$ cat src/rtl/axi_ic_pkg.sv
// Shared definitions for the 4-master AXI3 interconnect.
// Tag/ID/response widths and the B-response FIFO entry layout.
package axi_ic_pkg;

  localparam int MTAG_W = 2;
  localparam int MID_W  = 4;
  localparam int SID_W  = 6;
  localparam int RESP_W = 2;

  typedef enum logic [MTAG_W-1:0] {
    MTAG_M1 = 2'd0,
    MTAG_M2 = 2'd1,
    MTAG_M3 = 2'd2,
    MTAG_M4 = 2'd3
  } mtag_e;

  typedef enum logic [RESP_W-1:0] {
    OKAY   = 2'b00,
    EXOKAY = 2'b01,
    SLVERR = 2'b10,
    DECERR = 2'b11
  } bresp_e;

  typedef struct packed {
    logic [MTAG_W-1:0] tag;
    logic [MID_W-1:0]  id;
    logic [RESP_W-1:0] resp;
  } bent_t;

  localparam int BENT_W = $bits(bent_t);

endpackage

$ cat src/rtl/wresp_demux_m4_if.sv
// B-channel bundle: one slave-side port and four master-side ports.
// The slave modport is the demux view; master is the environment view.
interface wresp_demux_m4_if;
  import axi_ic_pkg::*;

  logic [SID_W-1:0]  bid_s;
  logic [RESP_W-1:0] bresp_s;
  logic              bvalid_s;
  logic              bready_s;

  logic [MID_W-1:0]  bid_m1, bid_m2, bid_m3, bid_m4;
  logic [RESP_W-1:0] bresp_m1, bresp_m2, bresp_m3, bresp_m4;
  logic              bvalid_m1, bvalid_m2, bvalid_m3, bvalid_m4;
  logic              bready_m1, bready_m2, bready_m3, bready_m4;

  modport slave (
    input  bid_s, bresp_s, bvalid_s,
    output bready_s,
    output bid_m1, bid_m2, bid_m3, bid_m4,
    output bresp_m1, bresp_m2, bresp_m3, bresp_m4,
    output bvalid_m1, bvalid_m2, bvalid_m3, bvalid_m4,
    input  bready_m1, bready_m2, bready_m3, bready_m4
  );

  modport master (
    output bid_s, bresp_s, bvalid_s,
    input  bready_s,
    input  bid_m1, bid_m2, bid_m3, bid_m4,
    input  bresp_m1, bresp_m2, bresp_m3, bresp_m4,
    input  bvalid_m1, bvalid_m2, bvalid_m3, bvalid_m4,
    output bready_m1, bready_m2, bready_m3, bready_m4
  );

endinterface

$ cat src/rtl/resp_fifo.sv
// Generic synchronous FIFO, register-array storage.
// Pointers carry an extra wrap bit to tell full from empty.
module resp_fifo #(
  parameter int W     = 8,
  parameter int DEPTH = 2,
  localparam int PTR_W = $clog2(DEPTH)
) (
  input  logic           clk,
  input  logic           rst_n,
  input  logic           push_i,
  input  logic [W-1:0]   din_i,
  input  logic           pop_i,
  output logic [W-1:0]   dout_o,
  output logic           full_o,
  output logic           empty_o,
  output logic [PTR_W:0] level_o
);

  logic [W-1:0]   mem_q [DEPTH];
  logic [PTR_W:0] wr_ptr_q, wr_ptr_d;
  logic [PTR_W:0] rd_ptr_q, rd_ptr_d;
  logic           do_push, do_pop;

  assign empty_o = (wr_ptr_q == rd_ptr_q);
  assign full_o  = (wr_ptr_q[PTR_W] != rd_ptr_q[PTR_W]) &&
                   (wr_ptr_q[PTR_W-1:0] == rd_ptr_q[PTR_W-1:0]);
  assign level_o = wr_ptr_q - rd_ptr_q;
  assign dout_o  = mem_q[rd_ptr_q[PTR_W-1:0]];

  assign do_push = push_i & ~full_o;
  assign do_pop  = pop_i & ~empty_o;

  always_comb begin
    wr_ptr_d = wr_ptr_q;
    rd_ptr_d = rd_ptr_q;
    if (do_push) wr_ptr_d = wr_ptr_q + 1'b1;
    if (do_pop)  rd_ptr_d = rd_ptr_q + 1'b1;
  end

  always_ff @(posedge clk or negedge rst_n) begin
    if (!rst_n) begin
      wr_ptr_q <= '0;
      rd_ptr_q <= '0;
      for (int i = 0; i < DEPTH; i++) mem_q[i] <= '0;
    end else begin
      wr_ptr_q <= wr_ptr_d;
      rd_ptr_q <= rd_ptr_d;
      if (do_push) mem_q[wr_ptr_q[PTR_W-1:0]] <= din_i;
    end
  end

endmodule

$ cat src/rtl/wresp_demux_m4.sv
// B-response return path: FIFO plus tag-based routing to 4 masters.
// Optional outstanding-write checker under WRESP_OUTSTANDING_CHK_EN.
module wresp_demux_m4
  import axi_ic_pkg::*;
#(
  parameter int DEPTH = 2,
  localparam int PTR_W = $clog2(DEPTH)
) (
  input  logic              aclk,
  input  logic              areset,
  input  logic              aw_hs,
  wresp_demux_m4_if.slave   bus,
`ifdef WRESP_OUTSTANDING_CHK_EN
  output logic              err_unexp_resp,
  output logic [4:0]        outstanding,
`endif
  output logic [PTR_W:0]    fifo_level
);

  logic                    full, empty;
  logic                    push, pop;
  logic [BENT_W-1:0]       wr_ent;
  logic [BENT_W-1:0]       head_raw;
  bent_t                   head;
  logic [3:0]              sel;
  logic [3:0]              rdy;

  assign wr_ent        = {bus.bid_s, bus.bresp_s};
  assign bus.bready_s  = ~full;
  assign push          = bus.bvalid_s & ~full;

  resp_fifo #(
    .W     (BENT_W),
    .DEPTH (DEPTH)
  ) u_fifo (
    .clk     (aclk),
    .rst_n   (areset),
    .push_i  (push),
    .din_i   (wr_ent),
    .pop_i   (pop),
    .dout_o  (head_raw),
    .full_o  (full),
    .empty_o (empty),
    .level_o (fifo_level)
  );

  assign head = bent_t'(head_raw);

  // One-hot master select straight from the FIFO head
  always_comb begin
    sel = '0;
    if (!empty) sel[head.tag] = 1'b1;
  end

  assign rdy = {bus.bready_m4, bus.bready_m3,
                bus.bready_m2, bus.bready_m1};
  assign pop = |(sel & rdy);

  assign bus.bvalid_m1 = sel[0];
  assign bus.bvalid_m2 = sel[1];
  assign bus.bvalid_m3 = sel[2];
  assign bus.bvalid_m4 = sel[3];

  assign bus.bid_m1   = sel[0] ? head.id   : '0;
  assign bus.bid_m2   = sel[1] ? head.id   : '0;
  assign bus.bid_m3   = sel[2] ? head.id   : '0;
  assign bus.bid_m4   = sel[3] ? head.id   : '0;
  assign bus.bresp_m1 = sel[0] ? head.resp : '0;
  assign bus.bresp_m2 = sel[1] ? head.resp : '0;
  assign bus.bresp_m3 = sel[2] ? head.resp : '0;
  assign bus.bresp_m4 = sel[3] ? head.resp : '0;

`ifdef WRESP_OUTSTANDING_CHK_EN
  logic [4:0] outst_q, outst_d;
  logic       err_q, err_d;

  // Saturating count of AW accepted minus B returned
  always_comb begin
    outst_d = outst_q;
    if (aw_hs && !push && outst_q != 5'd31)
      outst_d = outst_q + 5'd1;
    else if (push && !aw_hs && outst_q != 5'd0)
      outst_d = outst_q - 5'd1;
    err_d = err_q | (push & ~aw_hs & (outst_q == 5'd0));
  end

  always_ff @(posedge aclk or negedge areset) begin
    if (!areset) begin
      outst_q <= '0;
      err_q   <= 1'b0;
    end else begin
      outst_q <= outst_d;
      err_q   <= err_d;
    end
  end

  assign outstanding    = outst_q;
  assign err_unexp_resp = err_q;
`else
  logic unused_aw_hs;
  assign unused_aw_hs = aw_hs;
`endif

endmodule
$ cat src/flat_wrapper.sv
// flat-port wrapper written by rule: the top's interface ports become plain ports
module wresp_demux_m4_flat import axi_ic_pkg::*;
#(
  parameter int DEPTH = 2,
  localparam int PTR_W = $clog2(DEPTH)
)
  (aclk, areset, aw_hs, fifo_level, bus_bid_s, bus_bresp_s, bus_bvalid_s, bus_bready_s, bus_bid_m1, bus_bid_m2, bus_bid_m3, bus_bid_m4, bus_bresp_m1, bus_bresp_m2, bus_bresp_m3, bus_bresp_m4, bus_bvalid_m1, bus_bvalid_m2, bus_bvalid_m3, bus_bvalid_m4, bus_bready_m1, bus_bready_m2, bus_bready_m3, bus_bready_m4);
  wresp_demux_m4_if bus_i ();
  input  logic aclk;
  input  logic areset;
  input  logic aw_hs;
  output logic [PTR_W:0] fifo_level;
  input wire logic [$bits(bus_i.bid_s)-1:0] bus_bid_s;
  input wire logic [$bits(bus_i.bresp_s)-1:0] bus_bresp_s;
  input wire logic [$bits(bus_i.bvalid_s)-1:0] bus_bvalid_s;
  output wire logic [$bits(bus_i.bready_s)-1:0] bus_bready_s;
  output wire logic [$bits(bus_i.bid_m1)-1:0] bus_bid_m1;
  output wire logic [$bits(bus_i.bid_m2)-1:0] bus_bid_m2;
  output wire logic [$bits(bus_i.bid_m3)-1:0] bus_bid_m3;
  output wire logic [$bits(bus_i.bid_m4)-1:0] bus_bid_m4;
  output wire logic [$bits(bus_i.bresp_m1)-1:0] bus_bresp_m1;
  output wire logic [$bits(bus_i.bresp_m2)-1:0] bus_bresp_m2;
  output wire logic [$bits(bus_i.bresp_m3)-1:0] bus_bresp_m3;
  output wire logic [$bits(bus_i.bresp_m4)-1:0] bus_bresp_m4;
  output wire logic [$bits(bus_i.bvalid_m1)-1:0] bus_bvalid_m1;
  output wire logic [$bits(bus_i.bvalid_m2)-1:0] bus_bvalid_m2;
  output wire logic [$bits(bus_i.bvalid_m3)-1:0] bus_bvalid_m3;
  output wire logic [$bits(bus_i.bvalid_m4)-1:0] bus_bvalid_m4;
  input wire logic [$bits(bus_i.bready_m1)-1:0] bus_bready_m1;
  input wire logic [$bits(bus_i.bready_m2)-1:0] bus_bready_m2;
  input wire logic [$bits(bus_i.bready_m3)-1:0] bus_bready_m3;
  input wire logic [$bits(bus_i.bready_m4)-1:0] bus_bready_m4;
  assign bus_i.bid_s = bus_bid_s;
  assign bus_i.bresp_s = bus_bresp_s;
  assign bus_i.bvalid_s = bus_bvalid_s;
  assign bus_bready_s = bus_i.bready_s;
  assign bus_bid_m1 = bus_i.bid_m1;
  assign bus_bid_m2 = bus_i.bid_m2;
  assign bus_bid_m3 = bus_i.bid_m3;
  assign bus_bid_m4 = bus_i.bid_m4;
  assign bus_bresp_m1 = bus_i.bresp_m1;
  assign bus_bresp_m2 = bus_i.bresp_m2;
  assign bus_bresp_m3 = bus_i.bresp_m3;
  assign bus_bresp_m4 = bus_i.bresp_m4;
  assign bus_bvalid_m1 = bus_i.bvalid_m1;
  assign bus_bvalid_m2 = bus_i.bvalid_m2;
  assign bus_bvalid_m3 = bus_i.bvalid_m3;
  assign bus_bvalid_m4 = bus_i.bvalid_m4;
  assign bus_i.bready_m1 = bus_bready_m1;
  assign bus_i.bready_m2 = bus_bready_m2;
  assign bus_i.bready_m3 = bus_bready_m3;
  assign bus_i.bready_m4 = bus_bready_m4;
  wresp_demux_m4 #(.DEPTH(DEPTH)) u_core (.aclk(aclk), .areset(areset), .aw_hs(aw_hs), .bus(bus_i), .fifo_level(fifo_level));
endmodule
$ cat config.mk
export PLATFORM = sky130hd
export DESIGN_NAME = wresp_demux_m4_flat
export DESIGN_NICKNAME = d
export VERILOG_FILES = /design/src/rtl/axi_ic_pkg.sv /design/src/rtl/wresp_demux_m4_if.sv /design/src/rtl/resp_fifo.sv /design/src/rtl/wresp_demux_m4.sv /design/src/flat_wrapper.sv
export SDC_FILE = /design/constraint.sdc
export NUM_CORES = 1
export LEC_CHECK = 0
export ABC_AREA = 1
export CAP_MARGIN = 20
export CORE_UTILIZATION = 43
export DETAILED_ROUTE_END_ITERATION = 6
export MAX_ROUTING_LAYER = met4
export PLACE_DENSITY = 0.88
export SYNTH_ARGS = -nofsm -noshare
export SYNTH_HDL_FRONTEND = slang
export SYNTH_SLANG_ARGS = --single-unit
$ cat constraint.sdc
create_clock -name aclk -period 1.95 [get_ports aclk]
set_clock_uncertainty 0.05 [all_clocks]
set_input_delay 0.195 -clock aclk [delete_from_list [all_inputs] [get_ports aclk]]
set_output_delay 0.195 -clock aclk [all_outputs]
set_load 0.05 [all_outputs]
==> impl_metrics.py, run 1 <==
metrics = {
    "global_route": {
        "grt_usage_pct": 31.21,
        "grt_pass1_vias": 1409,
        "grt_pass1_wl_mm": 7.100,
        "grt_overflow": 0,
        "antenna_found_initial": 0,
        "grt_max_degree": 21,
    },
    "synth": {
        "syn_inst": 149,
        "synthFlopType": "dfrtp_1",
        "ys_seq_area_share_pct": 40.44,
        "syn_area_per_cell_um2": 8.305,
        "synth_top_cell_by_area": "dfrtp_1",
        "synthArstFlopShare_pct": 100.0,
        "syn_area_um2": 1237,
        "syn-num-nets": 166,
        "synth_top_cell_area_share_pct": 40.44,
        "synthTopCellsByCount": "nand2_1 (32), nor2_1 (27), dfrtp_1 (20)",
        "ys_ff_latch": 20,
        "yosysWarnings": 0,
        "synth-edff-count": 0,
        "yosysMostFrequentCell": "nand2_1",
        "synth.distinct_cells": 20,
        "synth_area_leaders": "dfrtp_1 (40%), o21ai_2 (11%), nand2_1 (9.7%)",
    },
    "route": {
        "drt_iter0_markers": 76,
        "via_count": 1406,
        "wl_per_cell_um": 20.31,
        "via_per_inst": 5.647,
        "drtAntennaViolNets": 0,
        "totalWireLength_mm": 5.057,
        "first_pass_iters": 4,
        "drcViolationCount": 0,
    },
    "place": {
        "placed_cells": 232,
        "gp_congestion": 0.7441,
        "dpl_worst_slack_ps": 50.05,
        "dp_hpwl_mm": 2.916,
        "io_buffers": 45,
    },
    "floorplanning": {
        "io_pins": 47,
        "rows": 19,
        "die_x_um": 55.65,
        "die_h_um": 55.65,
        "initial_utilization_pct": 45.26,
        "die_area_um2": 3096,
        "core-area_um2": 2734,
    },
    "sta": {
        "fmax_mhz": 457.6,
        "slew_violations": 0,
        "slew_headroom_pct": 61.49,
        "rsz0062_at_grt": "yes",
        "fin_crit_sh_pct": 112.1,
        "worst_pin_slew_ps": 561.6,
        "fin_ws_ps": -235.5,
        "setup_viol": 29,
        "post-route-min-period_ps": 2186,
        "hold_violations": 0,
    },
    "cts": {
        "cts_buffers": 3,
        "clkSinkCount": 20,
        "ctsHtreeMaxLevel": 1,
        "hold_buffers": 0,
        "root_buffer": "clkbuf_4",
        "clk_latency_ps": 310,
        "clk_pin_slew_worst_paths_ps": 110,
        "cts_tree": "yes",
        "ctsLongestPathBuffers": 2,
    },
    "critical_path": {
        "arrival_ps": 1940,
        "cp.required_ps": 1700,
        "cp-startpoint": "u_core.u_fifo.wr_ptr_q[0]",
        "critPathKind": "register to output port",
        "rr_startpoint": "u_core.u_fifo.rd_ptr_q[0]",
        "endpoint_kind": "output port",
        "cp_max_fo": 6,
        "startpoint_type": "register",
    },
    "layout": {
        "regArea_um2": 501.7,
        "num_antenna_cells": 0,
        "final_layout_size_suffix_gt1_share_pct": 61.01,
        "fill_cells": 96,
        "nNetsFinal": 236,
        "fin_util_pct": 90.98,
        "finalNonFillerCells": 249,
        "multi_input_area_um2": 863.3,
        "synthToLayoutAreaGrowth_pct": 101.0,
    },
    "outcome": {
        "violations": "negative setup slack",
        "status": "complete, but fails checks",
    },
    "run": {
        "drv_cap": 0,
    },
    "worst_hold_path": {
        "hold_class": "primary input to asynchronous set/reset pin",
    },
}
## registers in the layout, indices dropped and copies added (netlist names)
name	flops
u_core.u_fifo.rd_ptr_q	2
u_core.u_fifo.wr_ptr_q	2
u_core.u_fifo.mem_q	16
## path summary, 6_finish.rpt
check                                            end  slack (ps)  cells after the start
max                                  bus_bresp_m4[1]        -240                      8
min                           u_core.u_fifo.mem_q[3]         170                      2
max reg2reg                u_core.u_fifo.rd_ptr_q[0]         -20                      8
min reg2reg                   u_core.u_fifo.mem_q[3]         450                      2
max in group asynchronous  u_core.u_fifo.rd_ptr_q[0]        1450                      2
min in group aclk             u_core.u_fifo.mem_q[3]         410                      3
## logic make-up (layout without fill, tap and decap cells)
kind of cell / count (synthesis) / in the layout / share of synthesized area (%)
AO/OA/AOI/OAI: 18 / 18 / 12.13
XOR/XNOR: 3 / 3 / 2.124
adder cells (fa/ha/maj): 1 / 1 / 1.011
buffers and inverters: 25 / 94 / 10.62
flip-flops: 20 / 20 / 40.44
multiplexers: 6 / 6 / 4.854
AND/OR/NAND/NOR: 76 / 76 / 28.82
## routing by layer
metal / vias to the layer above / share of wire, % / GRT usage, % / wire length (um)
met5: - / 0 / - / 0
met1: 667 / 36 / 33.18 / 1833
met3: 38 / 5.6 / 5.116 / 283
met2: 99 / 51 / 54.39 / 2563
li1: 602 / - / - / -
met4: 0 / 7.4 / 18.57 / 376
## critical path, stage by stage, from the launching register on
cell and delay, ps:
dfrtp_1 430, inv_2 110, ha_4 220, nand3_4 90
inv_4 50, nor3_4 220, clkinv_4 190, nor2_4 160
buf_12 150
## per-stage QoR
stage	setup TNS [ps]	hold WS [ps]	instance area, um^2
after floorplan	-2176	-150.6	1368
after global placement	0	414.1	2196
after detailed placement	0	424.2	2196
after CTS	-1369	185.4	2395
after global routing	-5406	218.0	2487
final	-4046	169.1	2487
## placed cells by master, fill, tap and decap left out
cell,synthesis,routed
mux2i_1,6,4
buf_4,0,19
inv_4,1,3
nand2_4,4,7
ha_4,0,1
o21ai_2,16,16
clkdlybuf4s50_1,0,14
clkbuf_8,0,1
o21ai_0,2,2
nor3_4,0,2
nor2_4,0,19
buf_6,1,3
buf_12,1,31
nand2_2,6,6
xor2_1,3,3
clkinv_4,0,1
nand3_1,2,2
mux2i_2,0,2
inv_2,3,6
nand2_1,32,27
nand4_1,2,2
dfrtp_1,20,19
dfrtp_2,0,1
nor2_2,0,8
buf_8,1,1
inv_1,18,12
nand3_4,0,1
nand2_8,0,2
clkbuf_4,0,3
## final cells by class
class / count / share of cell area, %
clock buffer: 4 / 1.459
inverter: 22 / 3.823
multi-input combinational: 104 / 34.71
sequential: 20 / 20.17
tap: 31 / 1.559
timing repair buffer: 68 / 38.28
## timing repair
item | CTS | global route
endpoints found under the setup margin | 28 | 28
gates resized for setup | 31 | 16
buffers inserted | 7 | 6
pin swaps | 7 | 3
Power of run 1 is left out: the tool's default activity adds up to more than one toggle a clock period on the data nets, which glitch-free logic cannot reach.
==> inputs of run 2 (changes only) <==
- CELL_PAD_IN_SITES_DETAIL_PLACEMENT: not set -> 2
- CELL_PAD_IN_SITES_GLOBAL_PLACEMENT: not set -> 2
- CORE_UTILIZATION: 43 -> 24
==> run 2 against run 1 <==
Compared with the run above:
- the flow still finishes with violations (negative setup slack)
- die area grew 76%
- count of clock-buffer cells in the layout is 1 lower
- sequential share of layout area down 0.20 points
- utilization shrank 39 points
- design area up 1.0%
- flip-flop and latch count stayed put
- largest cell class unchanged
- highest routed layer unchanged
==> impl_metrics.py, run 2 (same netlist as run 1, synthesis figures left out) <==
metrics = {
    "sta": {
        "slew_headroom_pct": 80.16,
        "fin_ws_ps": -159.5,
        "tns_ps": -2277,
        "slew_violations": 0,
        "worst_pin_slew_ps": 289.3,
        "post-route-min-period_ps": 2109,
        "rsz0062_at_grt": "yes",
        "fmax_mhz": 474.0,
        "hold_violations": 0,
        "setup_viol": 27,
        "fin_crit_sh_pct": 108.2,
    },
    "outcome": {
        "violations": "negative setup slack",
        "status": "complete, but fails checks",
    },
    "route": {
        "totalWireLength_mm": 6.156,
        "wl_per_cell_um": 22.06,
        "drcViolationCount": 0,
        "drt_iter0_markers": 29,
        "first_pass_iters": 4,
        "via_per_inst": 4.613,
        "via_count": 1287,
        "drtAntennaViolNets": 0,
    },
    "critical_path": {
        "rr_startpoint": "u_core.u_fifo.rd_ptr_q[0]",
        "startpoint_type": "register",
        "cp-startpoint": "u_core.u_fifo.wr_ptr_q[1]",
        "critPathKind": "register to output port",
        "timing.rr.end": "u_core.u_fifo.rd_ptr_q[0]",
        "endpoint_kind": "output port",
        "ff2ff_setup_slack_ps": 120,
        "reg2reg_depth": 8,
        "arrival_ps": 1860,
        "cp.required_ps": 1700,
        "cp_max_fo": 6,
        "worstSetupEndpoint": "bus_bid_m3[2]",
    },
    "floorplanning": {
        "die_h_um": 73.81,
        "die_area_um2": 5447,
        "rows": 25,
        "io_pins": 47,
        "core-area_um2": 4848,
        "initial_utilization_pct": 25.52,
        "die_x_um": 73.81,
    },
    "layout": {
        "num_antenna_cells": 0,
        "layout.cells.most_common": "buf_12",
        "largest_reg_flops": 16,
        "fin_util_pct": 51.82,
        "post-route-cell-area_um2": 2512,
        "final_layout_size_suffix_gt1_share_pct": 59.43,
        "synthToLayoutAreaGrowth_pct": 103.0,
        "nNetsFinal": 230,
        "regMostFlops": "u_core.u_fifo.mem_q",
        "top_regs": "u_core.u_fifo.mem_q (16), u_core.u_fifo.rd_ptr_q (2), u_core.u_fifo.wr_ptr_q (2)",
        "final_cell_mix": "buf_12 (33), nand2_1 (26), dfrtp_1 (19)",
        "finalNonFillerCells": 279,
    },
    "global_route": {
        "grt_pass1_vias": 1497,
        "grt_pass1_wl_mm": 8.921,
        "grt_usage_pct": 24.00,
        "antenna_found_initial": 0,
        "grt_max_degree": 21,
        "grt_overflow": 0,
    },
    "place": {
        "io_buffers": 45,
        "gp_congestion": 0.7034,
        "dpl_cell_area_um2": 2261,
        "dp_hpwl_mm": 3.735,
        "placed_cells": 269,
    },
    "cts": {
        "clk_latency_ps": 260,
        "root_buffer": "clkbuf_8",
        "ctsHtreeMaxLevel": 1,
        "cts_tree": "yes",
        "clk_pin_slew_worst_paths_ps": 80,
        "cts_buffers": 3,
        "ctsLongestPathBuffers": 2,
        "hold_buffers": 0,
        "clkSinkCount": 20,
    },
    "run": {
        "drv_cap": 0,
    },
    "worst_hold_path": {
        "hold_class": "primary input to asynchronous set/reset pin",
    },
}
==> run 2: worst min path at each step <==
| stage | depth (start not counted) | end | slack, ps | start |
|---|---|---|---|---|
| CTS | 2 | u_core.u_fifo.wr_ptr_q[0] | 220 | areset |
| floorplan | 0 | u_core.u_fifo.mem_q[0] | -150 | areset |
| global route | 2 | u_core.u_fifo.mem_q[13] | 250 | areset |
| detailed placement | 2 | u_core.u_fifo.mem_q[11] | 420 | u_core.u_fifo.mem_q[11] |
| global placement | 2 | u_core.u_fifo.mem_q[13] | 420 | u_core.u_fifo.mem_q[13] |
| finish | 2 | u_core.u_fifo.mem_q[10] | 230 | areset |
==> run 2: cell type report <==
cell class,instances,area (um^2)
fillers,467,2336
repair buffers,62,917.1
multi-input cells,104,843.3
flip-flops and latches,20,501.7
inverters,22,95.09
well taps,67,83.83
clock buffers,3,41.29
clock inverters,1,30.03
==> run 2: per-stage QoR <==
stage               worst slack [ps]  hold WS [ps]
finish                        -159.5         226.9
global placement               89.27         416.7
global route                  -192.3         251.7
detailed placement            -92.57         418.6
floorplan                     -229.6        -150.6
CTS                           -97.76         224.9
==> run 2: routing by layer <==
layer	global-route usage, %	vias to the layer above	routed length (um)
met3	3.018	19	177
met4	13.25	0	277
met5	-	-	0
met1	24.56	633	2449
met2	44.04	51	3252
li1	-	584	-
==> run 2: what timing repair did <==
action,CTS,global route
buffers inserted,6,0
pin swaps,6,1
setup endpoints to repair,28,28
gates resized for setup,31,7
==> run 2: worst max-delay path, stage by stage (launching register included) <==
cell     delay (ps)
dfrtp_1         410
inv_1           150
nand2_1         160
nand3_4         120
inv_4            60
nor3_4          270
inv_4           150
nor2_4          150
buf_12          140
Power of run 2 is left out for the same reason.
